### config.mk
export PLATFORM = sky130hd
export DESIGN_NAME = instr_sequencer_flat
export DESIGN_NICKNAME = d
export VERILOG_FILES = /design/src/rtl/instr_sequencer_if.sv /design/src/rtl/instr_sequencer.sv /design/src/flat_wrapper.sv
export SDC_FILE = /design/constraint.sdc
export NUM_CORES = 1
export LEC_CHECK = 0
export BUFFER_PORTS_ARGS = -buffer_cell sky130_fd_sc_hd__buf_2
export CAP_MARGIN = 40
export CORE_ASPECT_RATIO = 1.25
export CORE_MARGIN = 8
export CORE_UTILIZATION = 55
export CTS_BUF_LIST = sky130_fd_sc_hd__clkbuf_4
export DETAILED_ROUTE_END_ITERATION = 8
export GPL_TIMING_DRIVEN = 0
export PLACE_DENSITY = 0.83
export SLEW_MARGIN = 5
export SYNTH_ARGS = -nofsm -noshare
export SYNTH_HDL_FRONTEND = slang
export SYNTH_SLANG_ARGS = --single-unit
### constraint.sdc
create_clock -name clk -period 2.59 [get_ports clk]
set_input_delay 0.518 -clock clk [delete_from_list [all_inputs] [get_ports clk]]
set_output_delay 0.518 -clock clk [all_outputs]
set_load 0.05 [all_outputs]
### src/rtl/instr_sequencer_if.sv
// rtl/instr_sequencer_if.sv - decoder fields in, datapath/memory control strobes out
interface instr_sequencer_if;
  logic [2:0] opcode;
  logic [1:0] op;
  logic       loadir;
  logic       loadpc;
  logic       reset_pc;
  logic       msel;
  logic       mwrite;
  logic [1:0] nsel;
  logic [1:0] vsel;
  logic       write;
  logic       loada;
  logic       loadb;
  logic       loadc;
  logic       loads;
  logic       asel;
  logic       bsel;
  logic       halted;

  modport master (
    input  opcode, op,
    output loadir, loadpc, reset_pc, msel, mwrite, nsel, vsel,
           write, loada, loadb, loadc, loads, asel, bsel, halted
  );

  modport slave (
    output opcode, op,
    input  loadir, loadpc, reset_pc, msel, mwrite, nsel, vsel,
           write, loada, loadb, loadc, loads, asel, bsel, halted
  );
endinterface

### src/rtl/instr_sequencer.sv
// rtl/instr_sequencer.sv - multi-cycle Moore control FSM for the 16-bit single-bus CPU
module instr_sequencer (
  input  logic               clk,
  input  logic               reset,
  instr_sequencer_if.master  bus
);

  typedef enum logic [3:0] {
    S_RST, S_IF1, S_IF2, S_UPC, S_DEC, S_WRN, S_GA, S_GB,
    S_EX, S_EXS, S_ADR, S_MEM, S_WRD, S_WRM, S_HLT
  } state_e;

  // P_MOV covers both MOV Rd,Rm and MVN: B only, ALU A forced to zero.
  typedef enum logic [1:0] {P_MOV, P_ALU, P_CMP, P_LDR} path_e;

  typedef struct packed {
    logic       loadir;
    logic       loadpc;
    logic       reset_pc;
    logic       msel;
    logic       mwrite;
    logic [1:0] nsel;
    logic [1:0] vsel;
    logic       write;
    logic       loada;
    logic       loadb;
    logic       loadc;
    logic       loads;
    logic       asel;
    logic       bsel;
    logic       halted;
  } ctrl_t;

  state_e state_q, state_d;
  path_e  path_q, path_d;
  ctrl_t  ctrl_q, ctrl_d;

  function automatic ctrl_t ctrl_of(input state_e s, input path_e p);
    ctrl_t c;
    c = '0;
    case (s)
      S_RST: begin c.loadpc = 1'b1; c.reset_pc = 1'b1; end
      S_IF1: c.msel = 1'b0;
      S_IF2: c.loadir = 1'b1;
      S_UPC: c.loadpc = 1'b1;
      S_WRN: begin c.nsel = 2'b00; c.vsel = 2'b10; c.write = 1'b1; end
      S_GA:  begin c.nsel = 2'b00; c.loada = 1'b1; end
      S_GB:  begin c.nsel = 2'b10; c.loadb = 1'b1; end
      S_EX:  begin c.loadc = 1'b1; c.asel = (p != P_ALU); end
      S_EXS: c.loads = 1'b1;
      S_ADR: begin c.bsel = 1'b1; c.loadc = 1'b1; end
      S_MEM: c.msel = 1'b1;
      S_WRD: begin c.nsel = 2'b01; c.vsel = 2'b00; c.write = 1'b1; end
      S_WRM: begin c.nsel = 2'b01; c.vsel = 2'b11; c.write = 1'b1; c.msel = 1'b1; end
      S_HLT: c.halted = 1'b1;
      default: c = '0;
    endcase
    return c;
  endfunction

  always_comb begin
    state_d = state_q;
    path_d  = path_q;
    case (state_q)
      S_RST: state_d = S_IF1;
      S_IF1: state_d = S_IF2;
      S_IF2: state_d = S_UPC;
      S_UPC: state_d = S_DEC;
      // Only place the decoder fields are looked at; the chosen path is latched.
      S_DEC: begin
        case ({bus.opcode, bus.op})
          5'b110_10: state_d = S_WRN;
          5'b110_00,
          5'b101_11: begin state_d = S_GB; path_d = P_MOV; end
          5'b101_00,
          5'b101_10: begin state_d = S_GA; path_d = P_ALU; end
          5'b101_01: begin state_d = S_GA; path_d = P_CMP; end
          5'b011_00: begin state_d = S_GA; path_d = P_LDR; end
          default:   state_d = S_HLT;
        endcase
      end
      S_WRN: state_d = S_IF1;
      S_GA:  state_d = (path_q == P_LDR) ? S_ADR : S_GB;
      S_GB:  state_d = (path_q == P_CMP) ? S_EXS : S_EX;
      S_EX:  state_d = S_WRD;
      S_EXS: state_d = S_IF1;
      S_ADR: state_d = S_MEM;
      S_MEM: state_d = S_WRM;
      S_WRD: state_d = S_IF1;
      S_WRM: state_d = S_IF1;
      S_HLT: state_d = S_HLT;
      default: state_d = S_HLT;
    endcase
    ctrl_d = ctrl_of(state_d, path_d);
  end

  // Outputs are registered from the next state so they change with the state register.
  always_ff @(posedge clk or negedge reset) begin
    if (!reset) begin
      state_q <= S_RST;
      path_q  <= P_MOV;
      ctrl_q  <= ctrl_of(S_RST, P_MOV);
    end else begin
      state_q <= state_d;
      path_q  <= path_d;
      ctrl_q  <= ctrl_d;
    end
  end

  assign bus.loadir   = ctrl_q.loadir;
  assign bus.loadpc   = ctrl_q.loadpc;
  assign bus.reset_pc = ctrl_q.reset_pc;
  assign bus.msel     = ctrl_q.msel;
  assign bus.mwrite   = ctrl_q.mwrite;
  assign bus.nsel     = ctrl_q.nsel;
  assign bus.vsel     = ctrl_q.vsel;
  assign bus.write    = ctrl_q.write;
  assign bus.loada    = ctrl_q.loada;
  assign bus.loadb    = ctrl_q.loadb;
  assign bus.loadc    = ctrl_q.loadc;
  assign bus.loads    = ctrl_q.loads;
  assign bus.asel     = ctrl_q.asel;
  assign bus.bsel     = ctrl_q.bsel;
  assign bus.halted   = ctrl_q.halted;

endmodule

### src/flat_wrapper.sv
// flat-port wrapper written by rule: the top's interface ports become plain ports
module instr_sequencer_flat 
  (clk, reset, bus_opcode, bus_op, bus_loadir, bus_loadpc, bus_reset_pc, bus_msel, bus_mwrite, bus_nsel, bus_vsel, bus_write, bus_loada, bus_loadb, bus_loadc, bus_loads, bus_asel, bus_bsel, bus_halted);
  instr_sequencer_if bus_i ();
  input  logic clk;
  input  logic reset;
  input wire logic [$bits(bus_i.opcode)-1:0] bus_opcode;
  input wire logic [$bits(bus_i.op)-1:0] bus_op;
  output wire logic [$bits(bus_i.loadir)-1:0] bus_loadir;
  output wire logic [$bits(bus_i.loadpc)-1:0] bus_loadpc;
  output wire logic [$bits(bus_i.reset_pc)-1:0] bus_reset_pc;
  output wire logic [$bits(bus_i.msel)-1:0] bus_msel;
  output wire logic [$bits(bus_i.mwrite)-1:0] bus_mwrite;
  output wire logic [$bits(bus_i.nsel)-1:0] bus_nsel;
  output wire logic [$bits(bus_i.vsel)-1:0] bus_vsel;
  output wire logic [$bits(bus_i.write)-1:0] bus_write;
  output wire logic [$bits(bus_i.loada)-1:0] bus_loada;
  output wire logic [$bits(bus_i.loadb)-1:0] bus_loadb;
  output wire logic [$bits(bus_i.loadc)-1:0] bus_loadc;
  output wire logic [$bits(bus_i.loads)-1:0] bus_loads;
  output wire logic [$bits(bus_i.asel)-1:0] bus_asel;
  output wire logic [$bits(bus_i.bsel)-1:0] bus_bsel;
  output wire logic [$bits(bus_i.halted)-1:0] bus_halted;
  assign bus_i.opcode = bus_opcode;
  assign bus_i.op = bus_op;
  assign bus_loadir = bus_i.loadir;
  assign bus_loadpc = bus_i.loadpc;
  assign bus_reset_pc = bus_i.reset_pc;
  assign bus_msel = bus_i.msel;
  assign bus_mwrite = bus_i.mwrite;
  assign bus_nsel = bus_i.nsel;
  assign bus_vsel = bus_i.vsel;
  assign bus_write = bus_i.write;
  assign bus_loada = bus_i.loada;
  assign bus_loadb = bus_i.loadb;
  assign bus_loadc = bus_i.loadc;
  assign bus_loads = bus_i.loads;
  assign bus_asel = bus_i.asel;
  assign bus_bsel = bus_i.bsel;
  assign bus_halted = bus_i.halted;
  instr_sequencer u_core (.clk(clk), .reset(reset), .bus(bus_i));
endmodule
==> results.md, run 1 <==
| Result | This run | Unit |
|:---|:---|:---|
| Clock Path Buffers | 2 | - |
| First-pass GRT wire length | 3700 | um |
| Worst clock skew | 0.0100 | ns |
| MaxCap Viol Count | 0 | - |
| Clock buffer count from CTS | 3 | - |
| Number of filler cells placed in the layout | 167 | - |
| Layout overhead on the synthesized area | 16.6 | % |
| Largest area contributor in the synthesized netlist | sky130_fd_sc_hd__dfrtp_1 | - |
| Number of nets in the final layout | 139 | - |
| Final setup viols | 0 | - |
| Combined global-route utilization of all metal layers | 11.7 | % |
| Number of search-and-repair iterations in the first detailed-routing pass | 5 | - |
| Arrival time of data at the critical path endpoint | 2.22 | ns |
| Unique cell type count in the Yosys netlist | 42 | - |
| Synthesized cell area | 1120 | sq um |
| Overall via count from detail_route | 862 | - |
| Leakage Power | 0.669 | nW |
| CP Launch Type | flop | - |
| Hold buffer count at CTS | 0 | - |
| Shortest clock period the worst path allows after layout | 1.99 | ns |
| R2R Setup Slk | 0.60 | ns |
| Portion of the post-synthesis area used by sequential elements | 49.3 | % |
| Total Die Area | 3750 | sq um |
| P_int | 0.961 | mW |
| Hold WC Path Type | in2async | - |
| Unrepaired setup endpoints after global routing | false | - |
| Site Rows | 18 | - |
| Area of the placeable core | 1960 | sq um |
| Final worst setup slack | 0.604 | ns |
| Cell count after synthesis | 105 | - |
| Worst slew slack as a fraction of its limit | 64.4 | % |
| Worst hold slack after final layout | 0.137 | ns |
| H-Tree Level Count | 1 | - |
| WL per Instance | 13.5 | um |
| Count of clock tree sinks | 22 | - |
| CTS tree | built | - |
| Hold violation total from the final report | 0 | - |
| Psw | 0.845 | mW |
| Io pins | 24 | - |
| Resized Gates After CTS | 0 | - |
| Worst-Margin Slew | 0.530 | ns |
| Syn_area_per_cell | 10.7 | sq um |
| Power share of the clock group | 14.3 | % |
| DRC | 0 | - |
| Sequential group share of total power | 29.7 | % |
| Vertical die dimension | 66.5 | um |
| Setup WS pre-CTS | 0.461 | ns |
| Number of diodes | 0 | - |
| Top post-synthesis cells by area | sky130_fd_sc_hd__dfrtp_1 45%, sky130_fd_sc_hd__dfstp_2 4.7%, sky130_fd_sc_hd__buf_4 3.3% | - |
| Commonest cells in the synthesized netlist | 20 x sky130_fd_sc_hd__dfrtp_1, 9 x sky130_fd_sc_hd__nand2_1, 8 x sky130_fd_sc_hd__nor2_1 | - |
| Routed length on met3 | 153 | um |
| Register-to-Register Path Depth | 5 | - |
| Synthesized flop and latch total | 22 | - |
| Worst path required time | 2.82 | ns |
| Setup TNS | 0 | ns |
| M1 WL | 855 | um |
| Placed Area | 1260 | sq um |
| Most used DFF post-synth | sky130_fd_sc_hd__dfrtp_1 | - |
| Remaining number of nets flagged by the antenna check after routing | 0 | - |
| Max Slew Vio Count | 0 | - |
| Initial DRC Count | 15 | - |
| Share of final-layout standard cells stronger than drive strength 1 | 33.6 | % |
| Wire length on met2 | 1020 | um |
| Count of yosys warnings during synthesis | 0 | - |
| Post-route clock period utilization | 76.7 | % |
| Design area | 1310 | sq um |
| Category of the critical setup timing path | reg2reg | - |
| Number of antenna violations at the first check in global routing | 0 | - |
| Maximum ir drop on the vdd rail | 902 | uV |
| Result of the run | finished, final reports clean | - |
| HPWL after DPL | 1550 | um |
| Cell with the most instances after synthesis | sky130_fd_sc_hd__dfrtp_1 | - |
| PwrDens | 1380 | nW/um^2 |
| Post-detailed-routing wire length | 2040 | um |
| Initial core utilization | 57.3 | % |
| Max Clock Freq | 0.504 | GHz |
| Critical path capture point type | flop | - |
| Number of enable flip-flop cells after synthesis | 0 | - |
| Part of the total power dissipated in combinational logic | 56.0 | % |
| Critical register-to-register path endpoint | u_core.bus.asel | - |
| Post-CTS setup repair buffer count | 0 | - |
| FFs w/ async S/R, synth | 100 | % |
| Insertion delay of the later-clocked pin in the worst-skew pair | 0.30 | ns |
| Reg clk slew, reported paths | 0.13 | ns |
| Uppermost layer routed | met4 | - |
| RR Startpoint | u_core.state_q[3] | - |
| Share of total power consumed by net switching | 46.8 | % |
| Critical-path maximum fanout | 6 | - |
| Portion of synthesized cell area occupied by the leading cell type | 44.6 | % |
| Library cell used as clock root buffer | sky130_fd_sc_hd__clkbuf_4 | - |
| Final weighted congestion of routability-driven global placement | 0.853 | - |
| Largest net degree at the start of global routing | 23 | - |
| Die width | 56.4 | um |
| Via count of the first global-routing pass | 852 | - |
| Vias per cell | 5.71 | - |
| Port bufs | 21 | - |
| Overall overflow remaining after global route | 0 | - |
==> power by group through the flow <==
| stage | registers (mW) | clock network [mW] | logic, mW |
|---|---|---|---|
| global placement | 0.538 | 0 | 0.990 |
| floorplan | 0.772 | 0 | 0.569 |
| global route | 0.552 | 0.272 | 1.10 |
| detailed placement | 0.541 | 0 | 1.01 |
| CTS | 0.533 | 0.262 | 1.02 |
| finish | 0.536 | 0.259 | 1.01 |
==> flip-flops by register name, indices dropped and copies added (netlist names) <==
signal	count
u_core.bus.asel	1
u_core.bus.bsel	1
u_core.bus.halted	1
u_core.bus.loada	1
u_core.bus.loadb	1
u_core.bus.loadc	1
u_core.bus.loadir	1
u_core.bus.loadpc	1
u_core.bus.loads	1
u_core.bus.msel	1
u_core.bus.nsel	2
u_core.bus.reset_pc	1
u_core.bus.vsel	2
u_core.bus.write	1
u_core.path_q	2
u_core.state_q	4
==> cells by family after synthesis <==
kind of cell           after synthesis  share of synthesized area [%]
flip-flops                          22                           49.3
other                                1                          0.334
AO/OA/AOI/OAI                       20                           15.4
buffers and inverters               12                           6.47
AND/OR/NAND/NOR                     49                           27.8
XOR/XNOR                             1                          0.781
==> layout make-up <==
type	count	area, sq um	share of cell area [%]
Sequential cell	22	553	42.3
Multi-Input combinational cell	72	500	38.2
Timing Repair Buffer	21	105	8.03
Buffer	7	53.8	4.11
Clock inverter	1	30.0	2.29
Tap cell	20	25.0	1.91
Clock buffer	3	22.5	1.72
Inverter	5	18.8	1.43
==> worst max-delay path, stage by stage (launching register included) <==
cell and delay [ns]:
sky130_fd_sc_hd__dfrtp_1 0.47, sky130_fd_sc_hd__nor2_2 0.24, sky130_fd_sc_hd__nand3b_4 0.10, sky130_fd_sc_hd__o32ai_4 0.36
sky130_fd_sc_hd__or4b_4 0.53, sky130_fd_sc_hd__a211oi_2 0.20
==> metrics by stage <==
| step | power (mW) | instances | util, % |
|---|---|---|---|
| after floorplan | 1.34 | 106 | - |
| final | 1.81 | 151 | 66.8 |
| after global placement | 1.53 | 147 | 64.1 |
| after global routing | 1.93 | 151 | 66.8 |
| after detailed placement | 1.55 | 147 | 64.1 |
| after CTS | 1.81 | 151 | 66.8 |
==> per-layer routing <==
metal / vias up / track usage, %
met1: 400 / 12.7
met2: 38 / 21.4
met3: 8 / 3.80
met5: - / 0
li1: 416 / -
met4: 0 / 2.71
==> placed cells by master (no fill, tap or decap), types with 2 or more instances in the layout <==
master	synthesis	routed
sky130_fd_sc_hd__a21oi_1	4	4
sky130_fd_sc_hd__a311oi_1	2	2
sky130_fd_sc_hd__buf_2	0	21
sky130_fd_sc_hd__buf_4	5	5
sky130_fd_sc_hd__clkbuf_4	0	3
sky130_fd_sc_hd__conb_1	1	2
sky130_fd_sc_hd__dfrtp_1	20	20
sky130_fd_sc_hd__dfstp_2	2	2
sky130_fd_sc_hd__inv_1	5	5
sky130_fd_sc_hd__nand2_1	9	9
sky130_fd_sc_hd__nand2b_1	3	3
sky130_fd_sc_hd__nand3b_1	2	2
sky130_fd_sc_hd__nor2_1	8	8
sky130_fd_sc_hd__nor2b_1	2	2
sky130_fd_sc_hd__nor3_1	6	6
sky130_fd_sc_hd__nor3b_1	4	4
sky130_fd_sc_hd__nor4b_1	3	3
sky130_fd_sc_hd__o21a_1	3	3
==> how the worst max path moves through the flow <==
stage	startpoint	end	slack, ns	cells after the start
after floorplan	bus_opcode[2]	u_core.bus.asel	0.65	6
after global placement	bus_opcode[0]	u_core.bus.asel	0.49	6
after detailed placement	bus_opcode[0]	u_core.bus.asel	0.46	6
after CTS	u_core.state_q[3]	u_core.bus.asel	0.59	5
after global routing	u_core.state_q[3]	u_core.bus.asel	0.52	5
final	u_core.state_q[3]	u_core.bus.asel	0.60	5
No activity file was read; power rests on OpenSTA's default activity.
==> inputs of run 2 (changes only) <==
ABC_AREA = 1   (was default)
PLACE_DENSITY = 0.84   (was 0.83)
clock period = 2.06 ns   (was 2.59 ns; I/O delays follow)
==> results.md, run 2 <==
| Result | This run | Unit | Change |
|:---|:---|:---|:---|
| First-pass GRT wire length | 3520 | um | was 3700 um |
| Synthesized cell area | 1050 | sq um | was 1120 sq um |
| Overall via count from detail_route | 931 | - | was 862 |
| PwrDens | 1640 | nW/um^2 | was 1380 nW/um^2 |
| Number of antenna violations at the first check in global routing | 0 | - | unchanged |
| Max Clock Freq | 0.651 | GHz | was 0.504 GHz |
| Critical-path maximum fanout | 6 | - | unchanged |
| Largest net degree at the start of global routing | 23 | - | unchanged |
| Arrival time of data at the critical path endpoint | 1.78 | ns | was 2.22 ns |
| WL per Instance | 12.1 | um | was 13.5 um |
| Cell count after synthesis | 134 | - | was 105 |
| Max incr delay on CP | 0.47 | ns | was 0.53 ns |
| Overall overflow remaining after global route | 0 | - | unchanged |
| Vias per cell | 5.17 | - | was 5.71 |
| Remaining number of nets flagged by the antenna check after routing | 0 | - | unchanged |
| Reg clk slew, reported paths | 0.12 | ns | was 0.13 ns |
| Most used DFF post-synth | sky130_fd_sc_hd__dfrtp_1 | - | unchanged |
| Series of cell instances along the critical path | inv_1 -> nor2_1 -> nand2_1 -> nand2_1 -> inv_1 -> nand2_2 -> nand3_2 -> o21ai_1 | - | was nor2_2 -> nand3b_4 -> o32ai_4 -> or4b_4 -> a211oi_2 |
| Slowest stage cell on the critical path | sky130_fd_sc_hd__dfrtp_1 | - | was sky130_fd_sc_hd__or4b_4 |
| Count of yosys warnings during synthesis | 0 | - | unchanged |
| Port bufs | 22 | - | was 21 |
| Worst path required time | 2.30 | ns | was 2.82 ns |
| Io pins | 24 | - | unchanged |
| HPWL after DPL | 1640 | um | was 1550 um |
| Hold violation total from the final report | 0 | - | unchanged |
| Count of clock tree sinks | 22 | - | unchanged |
| Initial core utilization | 59.0 | % | was 57.3% |
| CP bufs+invs | 2 | - | was 0 |
| Setup TNS | 0 | ns | unchanged |
| Total Die Area | 3580 | sq um | was 3750 sq um |
| Leakage Power | 0.757 | nW | was 0.669 nW |
| FFs w/ async S/R, synth | 100 | % | unchanged |
| MaxCap Viol Count | 0 | - | unchanged |
| Layout overhead on the synthesized area | 18.0 | % | was 16.6% |
| Hold WC Path Type | in2async | - | unchanged |
| Number of diodes | 0 | - | unchanged |
| CP Launch Type | flop | - | unchanged |
| H-Tree Level Count | 1 | - | unchanged |
| Combined global-route utilization of all metal layers | 12.9 | % | was 11.7% |
| Initial DRC Count | 16 | - | was 15 |
| Portion of synthesized cell area occupied by the leading cell type | 47.4 | % | was 44.6% |
| Insertion delay of the later-clocked pin in the worst-skew pair | 0.31 | ns | was 0.30 ns |
| Final weighted congestion of routability-driven global placement | 0.817 | - | was 0.853 |
| Cell with the most instances after synthesis | sky130_fd_sc_hd__nand2_1 | - | was sky130_fd_sc_hd__dfrtp_1 |
| Commonest cells in the synthesized netlist | 32 x sky130_fd_sc_hd__nand2_1, 23 x sky130_fd_sc_hd__nor2_1, 20 x sky130_fd_sc_hd__dfrtp_1 | - | was 20 x sky130_fd_sc_hd__dfrtp_1, 9 x sky130_fd_sc_hd__nand2_1, 8 x sky130_fd_sc_hd__nor2_1 |
| Stages on the worst setup path | 8 | - | was 5 |
| Category of the critical setup timing path | reg2reg | - | unchanged |
| Area of the placeable core | 1790 | sq um | was 1960 sq um |
| Tot Pwr | 2.04 | mW | was 1.81 mW |
| Resized Gates After CTS | 0 | - | unchanged |
| Max reg flops | 4 | - | unchanged |
| Commonest non-fill, non-tap cells in the layout | 32 x sky130_fd_sc_hd__nand2_1, 23 x sky130_fd_sc_hd__nor2_1, 22 x sky130_fd_sc_hd__buf_2 | - | was 21 x sky130_fd_sc_hd__buf_2, 20 x sky130_fd_sc_hd__dfrtp_1, 9 x sky130_fd_sc_hd__nand2_1 |
| Shortest clock period the worst path allows after layout | 1.54 | ns | was 1.99 ns |
| Hold buffer count at CTS | 0 | - | unchanged |
| Number of enable flip-flop cells after synthesis | 0 | - | unchanged |
| Register-to-Register Path Depth | 8 | - | was 5 |
| Share of final-layout standard cells stronger than drive strength 1 | 27.3 | % | was 33.6% |
| Register with the most flip-flops | u_core.state_q | - | unchanged |
| Post-detailed-routing wire length | 2190 | um | was 2040 um |
| Number of search-and-repair iterations in the first detailed-routing pass | 5 | - | unchanged |
| Unique cell type count in the Yosys netlist | 22 | - | was 42 |
| Vertical die dimension | 65.0 | um | was 66.5 um |
| CTS tree | built | - | unchanged |
| Synthesized flop and latch total | 22 | - | unchanged |
| Portion of the post-synthesis area used by sequential elements | 52.4 | % | was 49.3% |
| Die width | 55.2 | um | was 56.4 um |
| Worst clock skew | 0.00280 | ns | was 0.0100 ns |
| Syn_area_per_cell | 7.87 | sq um | was 10.7 sq um |
| Result of the run | finished, final reports clean | - | unchanged |
| Critical register-to-register path endpoint | u_core.bus.write | - | was u_core.bus.asel |
| Library cell used as clock root buffer | sky130_fd_sc_hd__clkbuf_4 | - | unchanged |
| Unrepaired setup endpoints after global routing | false | - | unchanged |
| Site Rows | 17 | - | was 18 |
| Critical path capture point type | flop | - | unchanged |
| RR Startpoint | u_core.state_q[3] | - | unchanged |
| Delay-heaviest family, CP | simple AND/OR/NAND/NOR gates | - | unchanged |
| Most frequent standard cell in the layout excluding fill and tap cells | sky130_fd_sc_hd__nand2_1 | - | was sky130_fd_sc_hd__buf_2 |
| Post-route clock period utilization | 74.6 | % | was 76.7% |
| Largest area contributor in the synthesized netlist | sky130_fd_sc_hd__dfrtp_1 | - | unchanged |
| Clock Path Buffers | 2 | - | unchanged |
| DRC | 0 | - | unchanged |
| Final setup viols | 0 | - | unchanged |
| Post-CTS setup repair buffer count | 0 | - | unchanged |
| Max Slew Vio Count | 0 | - | unchanged |
| Via count of the first global-routing pass | 869 | - | was 852 |
| Top post-synthesis cells by area | sky130_fd_sc_hd__dfrtp_1 47%, sky130_fd_sc_hd__nand2_1 11%, sky130_fd_sc_hd__nor2_1 8.2% | - | was sky130_fd_sc_hd__dfrtp_1 45%, sky130_fd_sc_hd__dfstp_2 4.7%, sky130_fd_sc_hd__buf_4 3.3% |
| Clock buffer count from CTS | 3 | - | unchanged |
| R2R Setup Slk | 0.52 | ns | was 0.60 ns |
| Maximum ir drop on the vdd rail | 750 | uV | was 902 uV |
| Number of nets in the final layout | 169 | - | was 139 |
run 2: power breakdown:
| part | switching (mW) | leakage [nW] | internal [mW] |
|---|---|---|---|
| Combinational | 0.781 | 0.440 | 0.261 |
| Clock | 0.134 | 0.0279 | 0.197 |
| Sequential | 0.0991 | 0.289 | 0.569 |
run 2: worst register-to-register path, cell delays in order (launching register included):
cell and delay (ns):
sky130_fd_sc_hd__dfrtp_1 0.47, sky130_fd_sc_hd__inv_1 0.11, sky130_fd_sc_hd__nor2_1 0.20, sky130_fd_sc_hd__nand2_1 0.15, sky130_fd_sc_hd__nand2_1 0.12, sky130_fd_sc_hd__inv_1 0.06, sky130_fd_sc_hd__nand2_2 0.10, sky130_fd_sc_hd__nand3_2 0.11
sky130_fd_sc_hd__o21ai_1 0.16
run 2: final cells by class:
class	instances	area (sq um)
inverters	21	78.8
clock buffers	3	22.5
repair buffers	22	110
multi-input cells	91	419
well taps	19	23.8
fillers	142	542
plain buffers	1	7.51
clock inverters	1	30.0
flip-flops and latches	22	553
run 2: routing by layer:
metal	routed length (um)	vias up	GRT usage [%]
met3	132	7	2.51
met4	71	0	9.34
li1	-	466	-
met1	856	429	13.0
met2	1130	29	21.9
met5	0	-	0
run 2: through the flow:
stage,setup slack (ns),util [%],instance area (sq um),hold slack [ns],std cells
final,0.523,69.7,1240,0.0344,180
after global routing,0.395,69.7,1240,0.0525,180
after CTS,0.542,69.7,1240,0.0438,180
after detailed placement,0.580,66.7,1190,0.390,176
after global placement,0.616,66.7,1190,0.381,176
after floorplan,0.813,-,1060,0.116,135
run 2: kinds of logic after synthesis:
kind of cell | count (synthesis) | share of synthesized area [%]
AOI/OAI and AO/OA | 6 | 3.44
buffers and inverters | 22 | 8.18
DFF | 22 | 52.4
other | 1 | 0.356
and+or+nand+nor | 83 | 35.6
run 2: worst max-delay path by stage:
stage                                   to  slack [ns]               from
after global placement     u_core.bus.asel        0.62      bus_opcode[0]
after detailed placement  u_core.bus.write        0.58      bus_opcode[0]
after floorplan            u_core.bus.asel        0.81  u_core.state_q[1]
after CTS                       bus_loadpc        0.54  u_core.bus.loadpc
final                     u_core.bus.write        0.52  u_core.state_q[3]
after global routing       u_core.bus.asel        0.39  u_core.state_q[1]
